--- src/rtl/gpio_bank.sv ---
// gpio_bank: WIDTH-pin general purpose I/O bank with a small register file.
// Each input pin is synchronised and debounced. Qualified edges raise
// write-1-to-clear pending bits that drive a level interrupt. Each output
// pin is push-pull or open-drain.
// DEBOUNCE_W is expected to be at most 32 so the period fits the bus word.
module gpio_bank #(
  parameter int WIDTH          = 8,
  parameter int SYNC_STAGES    = 2,
  parameter int DEBOUNCE_W     = 16,
  parameter int DEBOUNCE_RESET = 0
) (
  input  logic             io_sys_clock,
  input  logic             io_sys_reset,
  input  logic             io_bus_valid,
  input  logic             io_bus_write,
  input  logic [2:0]       io_bus_addr,
  input  logic [31:0]      io_bus_wdata,
  output logic [31:0]      io_bus_rdata,
  output logic             io_bus_ready,
  input  logic [WIDTH-1:0] io_pins_read,
  output logic [WIDTH-1:0] io_pins_write,
  output logic [WIDTH-1:0] io_pins_writeEnable,
  output logic             io_irq
);

  localparam logic [2:0] ADDR_IN       = 3'd0;
  localparam logic [2:0] ADDR_OUT      = 3'd1;
  localparam logic [2:0] ADDR_OE       = 3'd2;
  localparam logic [2:0] ADDR_OD       = 3'd3;
  localparam logic [2:0] ADDR_RISE_EN  = 3'd4;
  localparam logic [2:0] ADDR_FALL_EN  = 3'd5;
  localparam logic [2:0] ADDR_PENDING  = 3'd6;
  localparam logic [2:0] ADDR_DEBOUNCE = 3'd7;

  // Counter increment widened by one bit so the threshold compare cannot wrap.
  function automatic logic [DEBOUNCE_W:0] cnt_bump(input logic [DEBOUNCE_W-1:0] c);
    return {1'b0, c} + {{DEBOUNCE_W{1'b0}}, 1'b1};
  endfunction

  // Register file
  logic [WIDTH-1:0]      out_q, oe_q, od_q, rise_en_q, fall_en_q, pending_q;
  logic [DEBOUNCE_W-1:0] debounce_q;

  // Input path state
  logic [WIDTH-1:0]      sync_p [SYNC_STAGES];
  logic [WIDTH-1:0]      stable_q;
  logic [DEBOUNCE_W-1:0] cnt_q [WIDTH];

  // Bus response
  logic                  vld_p1;
  logic [31:0]           rdata_p1;

  // Combinational helpers
  logic [WIDTH-1:0]      sync_w;
  logic [WIDTH-1:0]      stable_nxt;
  logic [DEBOUNCE_W-1:0] cnt_nxt [WIDTH];
  logic [DEBOUNCE_W:0]   inc_w [WIDTH];
  logic [DEBOUNCE_W:0]   thresh;
  logic [WIDTH-1:0]      edge_set;
  logic [WIDTH-1:0]      w1c_mask;
  logic                  bus_wr;
  logic [31:0]           rd_val;
  logic                  unused_wdata;

  assign unused_wdata = ^io_bus_wdata;
  assign sync_w       = sync_p[SYNC_STAGES-1];
  assign bus_wr       = io_bus_valid & io_bus_write;

  // A period of 0 behaves like 1: the stable value follows sync after one edge.
  always_comb begin
    thresh = {1'b0, debounce_q};
    if (debounce_q == '0) thresh = {{DEBOUNCE_W{1'b0}}, 1'b1};
  end

  // Per-pin debounce decision: count while sync differs, commit at threshold.
  always_comb begin
    stable_nxt = stable_q;
    for (int i = 0; i < WIDTH; i++) begin
      inc_w[i]   = cnt_bump(cnt_q[i]);
      cnt_nxt[i] = '0;
      if (sync_w[i] != stable_q[i]) begin
        if (inc_w[i] >= thresh) stable_nxt[i] = sync_w[i];
        else                    cnt_nxt[i]    = inc_w[i][DEBOUNCE_W-1:0];
      end
    end
  end

  // Qualified edges and write-1-to-clear mask for the pending register.
  always_comb begin
    edge_set = ( stable_nxt & ~stable_q & rise_en_q)
             | (~stable_nxt &  stable_q & fall_en_q);
    w1c_mask = '0;
    if (bus_wr && io_bus_addr == ADDR_PENDING) w1c_mask = io_bus_wdata[WIDTH-1:0];
  end

  // Read mux for the addressed register, zero-extended to the bus width.
  always_comb begin
    rd_val = '0;
    case (io_bus_addr)
      ADDR_IN:       rd_val = 32'(stable_q);
      ADDR_OUT:      rd_val = 32'(out_q);
      ADDR_OE:       rd_val = 32'(oe_q);
      ADDR_OD:       rd_val = 32'(od_q);
      ADDR_RISE_EN:  rd_val = 32'(rise_en_q);
      ADDR_FALL_EN:  rd_val = 32'(fall_en_q);
      ADDR_PENDING:  rd_val = 32'(pending_q);
      ADDR_DEBOUNCE: rd_val = 32'(debounce_q);
      default:       rd_val = '0;
    endcase
  end

  // Register writes; a new edge beats a simultaneous clear of the same bit.
  always_ff @(posedge io_sys_clock or negedge io_sys_reset) begin
    if (!io_sys_reset) begin
      out_q      <= '0;
      oe_q       <= '0;
      od_q       <= '0;
      rise_en_q  <= '0;
      fall_en_q  <= '0;
      pending_q  <= '0;
      debounce_q <= DEBOUNCE_W'(DEBOUNCE_RESET);
    end else begin
      if (bus_wr) begin
        case (io_bus_addr)
          ADDR_OUT:      out_q      <= io_bus_wdata[WIDTH-1:0];
          ADDR_OE:       oe_q       <= io_bus_wdata[WIDTH-1:0];
          ADDR_OD:       od_q       <= io_bus_wdata[WIDTH-1:0];
          ADDR_RISE_EN:  rise_en_q  <= io_bus_wdata[WIDTH-1:0];
          ADDR_FALL_EN:  fall_en_q  <= io_bus_wdata[WIDTH-1:0];
          ADDR_DEBOUNCE: debounce_q <= io_bus_wdata[DEBOUNCE_W-1:0];
          default:       ;
        endcase
      end
      pending_q <= (pending_q & ~w1c_mask) | edge_set;
    end
  end

  // Synchroniser chain for the asynchronous pad inputs.
  always_ff @(posedge io_sys_clock or negedge io_sys_reset) begin
    if (!io_sys_reset) begin
      for (int s = 0; s < SYNC_STAGES; s++) sync_p[s] <= '0;
    end else begin
      sync_p[0] <= io_pins_read;
      for (int s = 1; s < SYNC_STAGES; s++) sync_p[s] <= sync_p[s-1];
    end
  end

  // Debounced pin state and per-pin counters.
  always_ff @(posedge io_sys_clock or negedge io_sys_reset) begin
    if (!io_sys_reset) begin
      stable_q <= '0;
      for (int i = 0; i < WIDTH; i++) cnt_q[i] <= '0;
    end else begin
      stable_q <= stable_nxt;
      for (int i = 0; i < WIDTH; i++) cnt_q[i] <= cnt_nxt[i];
    end
  end

  // Bus response: ready one cycle after valid, read data only for reads.
  always_ff @(posedge io_sys_clock or negedge io_sys_reset) begin
    if (!io_sys_reset) begin
      vld_p1   <= 1'b0;
      rdata_p1 <= '0;
    end else begin
      vld_p1   <= io_bus_valid;
      rdata_p1 <= (io_bus_valid && !io_bus_write) ? rd_val : '0;
    end
  end

  assign io_bus_ready        = vld_p1;
  assign io_bus_rdata        = rdata_p1;
  assign io_pins_write       = out_q & ~od_q;
  assign io_pins_writeEnable = oe_q & ~(od_q & out_q);
  assign io_irq              = |pending_q;

endmodule

--- config.mk ---
export PLATFORM = sky130hd
export DESIGN_NAME = gpio_bank
export DESIGN_NICKNAME = d
export VERILOG_FILES = /design/src/rtl/gpio_bank.sv
export SDC_FILE = /design/constraint.sdc
export NUM_CORES = 1
export LEC_CHECK = 0
export ABC_AREA = 1
export BUFFER_PORTS_ARGS = -buffer_cell sky130_fd_sc_hd__buf_2
export CAP_MARGIN = 20
export CORE_ASPECT_RATIO = 0.8
export CORE_MARGIN = 5
export CORE_UTILIZATION = 35
export DETAILED_ROUTE_END_ITERATION = 7
export SLEW_MARGIN = 0
export SYNTH_ARGS = -nofsm -noshare
export SYNTH_HDL_FRONTEND = slang
export SYNTH_SLANG_ARGS = --single-unit
--- constraint.sdc ---
create_clock -name io_sys_clock -period 3.7 [get_ports io_sys_clock]
set_input_delay 0.37 -clock io_sys_clock [delete_from_list [all_inputs] [get_ports io_sys_clock]]
set_output_delay 0.37 -clock io_sys_clock [all_outputs]
set_load 0.01 [all_outputs]
==> results.cfg, run 1 <==
[critical_path]
worst-setup-path-type = reg -> reg
reg2reg_depth = 16
cp.depth = 16
critical_path_arrival_ns = 3.69
crit_required_ns = 4.11
critical_path.top_delay_family = simple AND/OR/NAND/NOR gates
timing.reg2reg.setup_slack_ns = 0.43
timing.critical_path.cells = ha_1 -> nand3_1 -> nor2_1 -> nand3_1 -> nor2_1 -> nand3_1 -> xor2_1 -> inv_1 -> ha_1 -> nand2_1 -> nor3_1 -> nand3_1 -> nor2_1 -> nor2_4 -> nand3_4 -> nor2_1
max_stage_delay_ns = 0.41
start_kind = flip-flop
crit_path_top_delay_cell = dfrtp_1
critical_path_fanout_max = 16
critical_path.n_buffers_inverters = 1
crit_path_end_kind = flip-flop

[yosys]
synthesis.instances = 1853
synth.top_cell.area_share = 0.3947
synth-seq-area-share = 0.3947
ys_types = 50
post_synth_main_area_contributors = dfrtp_1 39%, ha_1 12%, nand2_1 10%
synth_enable_flop_cells = 0
synth_seq_cells = 233
yosys_warnings = 0
netlist_area_um2 = 14770
synthFlopType = dfrtp_1
syn_area_per_cell_um2 = 7.972
netlist.top_cell.by_area = dfrtp_1
async_reset_ff_frac = 1.000

[layout]
layout.cell_area.non_filler_um2 = 16730
final_cells = 2522
final_net_count = 2140
final.fill_count = 4223
layout.cells.most_common = nand2_1
antennaDiodeCount = 0
most-common-layout-cells = 398 x nand2_1, 293 x inv_1, 233 x dfrtp_1
post_route_cells_drive_above_1_share = 0.1198
area_of_the_multi_input_gates_um2 = 7581
ff_latch_area_um2 = 5831
area_growth_syn_to_layout_pct = 13.24

[route]
detailed_routing_iteration_count_for_the_pre_antenna_repair_pass = 5
drt-wirelength-per-cell_um = 15.57
antenna_violating_nets_post_route = 0
drt_iter0_markers = 936
detail_route.vias_per_cell = 4.833
detailroute.via_count = 12190
drt_drc_violations_left = 0
detail_route.wirelength_um = 39260

[global_routing]
grt_use_met3 = 0.02460
grt_pass1_wl_um = 63110
global_route.usage.total = 0.1690
first_global_vias = 11680
grt.busiest_layer = met1
grt_overflow_total = 0
grt_max_degree = 98
groute.layer.met1.usage = 0.2652
grt_antenna_before_repair = 2
grt_met2_usage = 0.2483

[sta]
max_clock_freq_ghz = 0.3055
worst_pin_slew_ns = 0.8681
report.final.setup_viol = 0
timing.final.crit_share = 0.8847
hold_slack_ns = 0.05304
setup-tns-final_ns = 0
maxSlewHeadroom = 0.4191
timing.final.hold_violations = 0
worst_clock_skew_ns = 0.01719
grt_setup_unrepaired = no
period_needed_ns = 3.273
report.final.slew_viol_count = 0

[power_and_ir_drop]
lkg_pwr_nw = 8.982
ir_worst_vdd_v = 0.0003220
powerDensity_nw_per_um2 = 414.3
post-layout-total-power_mw = 6.930

[floorplan]
die_w_um = 239.7
design.die.area_um2 = 46440
coreArea_um2 = 41830
starting_density_of_the_core = 0.3531
ioPinCount = 97
fp-row-count = 67
die_span_y_um = 193.8

[clocking]
tritoncts = done
cts_resized = 0
tritoncts.num_buffers = 26
cts.repair_timing.setup_buffer_count = 0
h-tree-depth = 1
cts-root-buf = clkbuf_16
buffer_levels_on_the_longest_clock_path = 3
cts.clk_slew.worst_paths_ns = 0.06
postCtsHoldBufs = 10
worstSkewPairLatency_ns = 0.56
sink_count = 233

[place]
place.detailed.instances = 2470
post_dp_cell_area_um2 = 15780
dp.final_hpwl_um = 28720
globalplace.congestion = 0.8697
io_buffer_count = 64

[worst_hold_path]
holdPathStages = 3
timing.hold.worst.class = in -> reg

[outcome]
status = complete, no violations

[job]
maxCapViolCount = 0
[flip-flops by register name, summed over array words and instances, names as in the netlist]
register / cells
cnt_q: 128
sync_w: 8
pending_q: 8
rise_en_q: 8
sync_p: 8
stable_q: 8
oe_q: 8
out_q: 8
od_q: 8
fall_en_q: 8
debounce_q: 16
io_bus_ready: 1
io_bus_rdata: 16
[stage by stage]
stage            util  setup slack [ns]
6_report       0.3999            0.4267
3_3_place_gp   0.3773            0.5157
4_1_cts        0.3995            0.3778
2_1_floorplan       -            0.7870
3_5_place_dp   0.3773            0.3923
5_1_grt        0.3999           0.03235
[kinds of logic (layout without fill, tap and decap cells)]
logic type | Yosys count | in the layout | share of synthesized area
xor gates and xnor gates | 79 | 79 | 0.04684
DFF | 233 | 233 | 0.3947
AOI/OAI and AO/OA | 198 | 198 | 0.07361
other | 1 | 16 | 0.0002539
buffers and inverters | 345 | 447 | 0.09656
and+or+nand+nor | 861 | 861 | 0.2728
adders and majority gates | 136 | 136 | 0.1152
[final timing paths]
check | from | to
hold reg to reg | sync_p[13]$_DFF_PN0_ | sync_w[5]$_DFF_PN0_
hold / removal | io_bus_wdata[10] | debounce_q[10]$_DFFE_PN0P_
max in group asynchronous | io_sys_reset | stable_q[5]$_DFF_PN0_
setup reg to reg | cnt_q[32]$_DFF_PN0_ | cnt_q[32]$_DFF_PN0_
setup / recovery | cnt_q[32]$_DFF_PN0_ | cnt_q[32]$_DFF_PN0_
min in group asynchronous | io_sys_reset | stable_q[7]$_DFF_PN0_
[synth_stat cells (3+ instances only)]
cell type,n
nand2_1,398
inv_1,293
dfrtp_1,233
nor2_1,206
ha_1,136
o21ai_0,96
nand3_1,86
xor2_1,61
a21oi_1,48
nand4_1,38
nor2_4,33
nor3_1,29
nor2_2,21
buf_4,18
o21ai_1,18
xnor2_1,18
or2_2,16
inv_2,15
buf_2,8
nand2_2,7
o2111ai_1,6
o21bai_1,6
o22ai_1,6
a21o_1,5
clkbuf_1,5
nand3_2,4
o21a_1,4
a31o_2,3
nand3b_1,3
nand4_4,3
nor4_1,3
[per-layer routing]
layer | up-vias | share of wire
met5 | - | 0.00033
met4 | 2 | 0.019
met3 | 49 | 0.070
met2 | 333 | 0.41
met1 | 5729 | 0.50
li1 | 6077 | -
[where the power goes]
part           internal [mW]  switching [mW]
Sequential              2.74           0.133
Combinational          0.468           0.993
Clock                   1.55            1.05
[final cells by class]
type | instances | area share
Multi-Input combinational cell | 1290 | 0.4532
Sequential cell | 233 | 0.3486
Inverter | 310 | 0.06971
Clock buffer | 35 | 0.04271
Tap cell | 552 | 0.04129
Timing Repair Buffer | 96 | 0.03755
Clock inverter | 6 | 0.006956
[worst register-to-register path, cell delays in order, from the launching register on]
cell and delay (ns):
dfrtp_1 0.41, ha_1 0.21, nand3_1 0.13, nor2_1 0.24, nand3_1 0.11, nor2_1 0.17
nand3_1 0.11, xor2_1 0.31, inv_1 0.08, ha_1 0.31, nand2_1 0.06, nor3_1 0.24
nand3_1 0.11, nor2_1 0.19, nor2_4 0.06, nand3_4 0.30, nor2_1 0.09
Note: power is estimated with default switching activity, not from simulation.
==> run 2, diff against run 1 <==
==> constraint.sdc (replaced) <==
create_clock -name io_sys_clock -period 4 [get_ports io_sys_clock]
set_input_delay 0.4 -clock io_sys_clock [delete_from_list [all_inputs] [get_ports io_sys_clock]]
set_output_delay 0.4 -clock io_sys_clock [all_outputs]
set_load 0.01 [all_outputs]
==> run 2 against run 1 <==
Net effect: maximum frequency decreased by 0.20%; hold slack improved by 0.036 ns; register-to-register slack better by 0.29 ns; worst setup slack better by 0.29 ns; wire length rose by 0.46%; clock skew is 0.0055 ns lower; clock power decreased by 3%; core utilization grew 0.090 points; critical path type unchanged; critical endpoint unchanged.
==> results.cfg, run 2 (synthesis gave the netlist of run 1 again) <==
[clocking]
tritoncts.num_buffers = 26
worstSkewPairLatency_ns = 0.56
tritoncts = done
buffer_levels_on_the_longest_clock_path = 3
h-tree-depth = 1
cts_resized = 0
sink_count = 233
cts.repair_timing.setup_buffer_count = 0
cts-root-buf = clkbuf_16
cts.clk_slew.worst_paths_ns = 0.06

[critical_path]
critical_path.n_buffers_inverters = 1
critical_path_fanout_max = 16
crit_path_end_kind = flip-flop
ff_to_ff_start = cnt_q[32]$_DFF_PN0_
crit_required_ns = 4.42
worst-setup-path-type = reg -> reg
cp.depth = 16
reg2reg_depth = 16
crit_path_start = cnt_q[32]$_DFF_PN0_
critical_path.top_delay_family = simple AND/OR/NAND/NOR gates
timing.critical_path.cells = ha_1 -> nand3_1 -> nor2_1 -> nand3_1 -> nor2_1 -> nand3_1 -> xor2_1 -> inv_1 -> ha_1 -> nand2_1 -> nor3_1 -> nand3_1 -> nor2_1 -> nor2_4 -> nand3_4 -> nor2_1
max_stage_delay_ns = 0.42
crit_path_top_delay_cell = dfrtp_1
critical_path_arrival_ns = 3.70
start_kind = flip-flop

[floorplan]
starting_density_of_the_core = 0.3531
die_w_um = 239.7
coreArea_um2 = 41830
fp-row-count = 67
design.die.area_um2 = 46440
die_span_y_um = 193.8
ioPinCount = 97

[power_and_ir_drop]
post-layout-total-power_mw = 6.518
ir_worst_vdd_v = 0.0003030
powerDensity_nw_per_um2 = 388.8
lkg_pwr_nw = 9.010

[global_routing]
global_route.usage.total = 0.1694
grt_antenna_before_repair = 0
first_global_vias = 11750
grt_max_degree = 86
grt_overflow_total = 0
grt_pass1_wl_um = 63610

[layout]
layout.cells.most_common = nand2_1
post_route_cells_drive_above_1_share = 0.1222
antennaDiodeCount = 0
final_net_count = 2139
largest_register_ffs = 128
final_core_util = 0.4008
most-common-layout-cells = 398 x nand2_1, 293 x inv_1, 233 x dfrtp_1
area_of_the_multi_input_gates_um2 = 7581
area_growth_syn_to_layout_pct = 13.49
ff_latch_area_um2 = 5831
registers.top_by_ff_count = cnt_q
final.fill_count = 4249

[sta]
report.final.setup_viol = 0
report.final.slew_viol_count = 0
worst_pin_slew_ns = 0.9484
max_clock_freq_ghz = 0.3049
setup-tns-final_ns = 0
maxSlewHeadroom = 0.3654
period_needed_ns = 3.280
timing.final.hold_violations = 0
worst_clock_skew_ns = 0.01170
timing.final.crit_share = 0.8200
grt_setup_unrepaired = no

[place]
dp.final_hpwl_um = 28580
io_buffer_count = 64
globalplace.congestion = 0.8548

[route]
antenna_violating_nets_post_route = 0
drt-wirelength-per-cell_um = 15.62
detail_route.wirelength_um = 39440
drt_iter0_markers = 910
detailroute.via_count = 12180
detail_route.vias_per_cell = 4.826
drt_drc_violations_left = 0
detailed_routing_iteration_count_for_the_pre_antenna_repair_pass = 7

[job]
maxCapViolCount = 0

[worst_hold_path]
holdPathStages = 3
worst_hold_startpoint = io_bus_wdata[10]
timing.hold.worst.class = in -> reg

[outcome]
status = complete, no violations
-- run 2: cell count changes in the layout (fill, tap and decap cells not counted), sizes merged --
cell,delta
buf,-1
clkinv,+3
-- run 2: worst paths after layout --
check,to,slack [ns]
worst max-delay path,cnt_q[32]$_DFF_PN0_,0.72
worst min-delay path,debounce_q[10]$_DFFE_PN0P_,0.09
worst max register to register,cnt_q[32]$_DFF_PN0_,0.72
worst min register to register,sync_w[6]$_DFF_PN0_,0.35
max in group asynchronous,oe_q[7]$_DFFE_PN0P_,2.68
min in group asynchronous,cnt_q[9]$_DFF_PN0_,0.42
-- run 2: stage by stage --
step / instance area [µm²] / hold slack, ns / worst slack, ns / std cells
global placement: 15770 / 0.3325 / 0.7996 / 2469
floorplan: 14830 / 0.1044 / 1.087 / 1868
global route: 16760 / 0.09173 / 0.2989 / 2524
CTS: 16750 / 0.07922 / 0.6609 / 2523
finish: 16760 / 0.08882 / 0.7200 / 2524
detailed placement: 15770 / 0.3363 / 0.6824 / 2469
-- run 2: layout make-up --
cell class	count	area share
Timing Repair Buffer	95	0.03702
Multi-Input combinational cell	1290	0.4522
Clock buffer	35	0.04508
Inverter	310	0.06956
Tap cell	552	0.04120
Clock inverter	9	0.007165
Sequential cell	233	0.3478
-- run 2: metal layers --
metal,share of wire,GRT usage,up-vias
met5,0,0,-
met4,0.022,0.03381,0
met3,0.072,0.03086,52
met2,0.41,0.2477,337
met1,0.50,0.2616,5723
li1,-,-,6070
-- run 2: tightest hold or removal path, stage by stage --
cell and delay [ns]:
buf_2 0.10, nand2_1 0.05, o21ai_0 0.06
-- run 2: power breakdown --
part           switching, mW  total [mW]  internal, mW
combinational          0.916        1.35         0.433
sequential             0.123        2.65          2.53
clock                   1.01        2.51          1.50
total                   2.05        6.52          4.47
-- run 2: repair_timing --
action / CTS / global route
hold buffers: 10 / 0
endpoints found under the hold margin: 81 / 0
setup endpoints to repair: 0 / 0
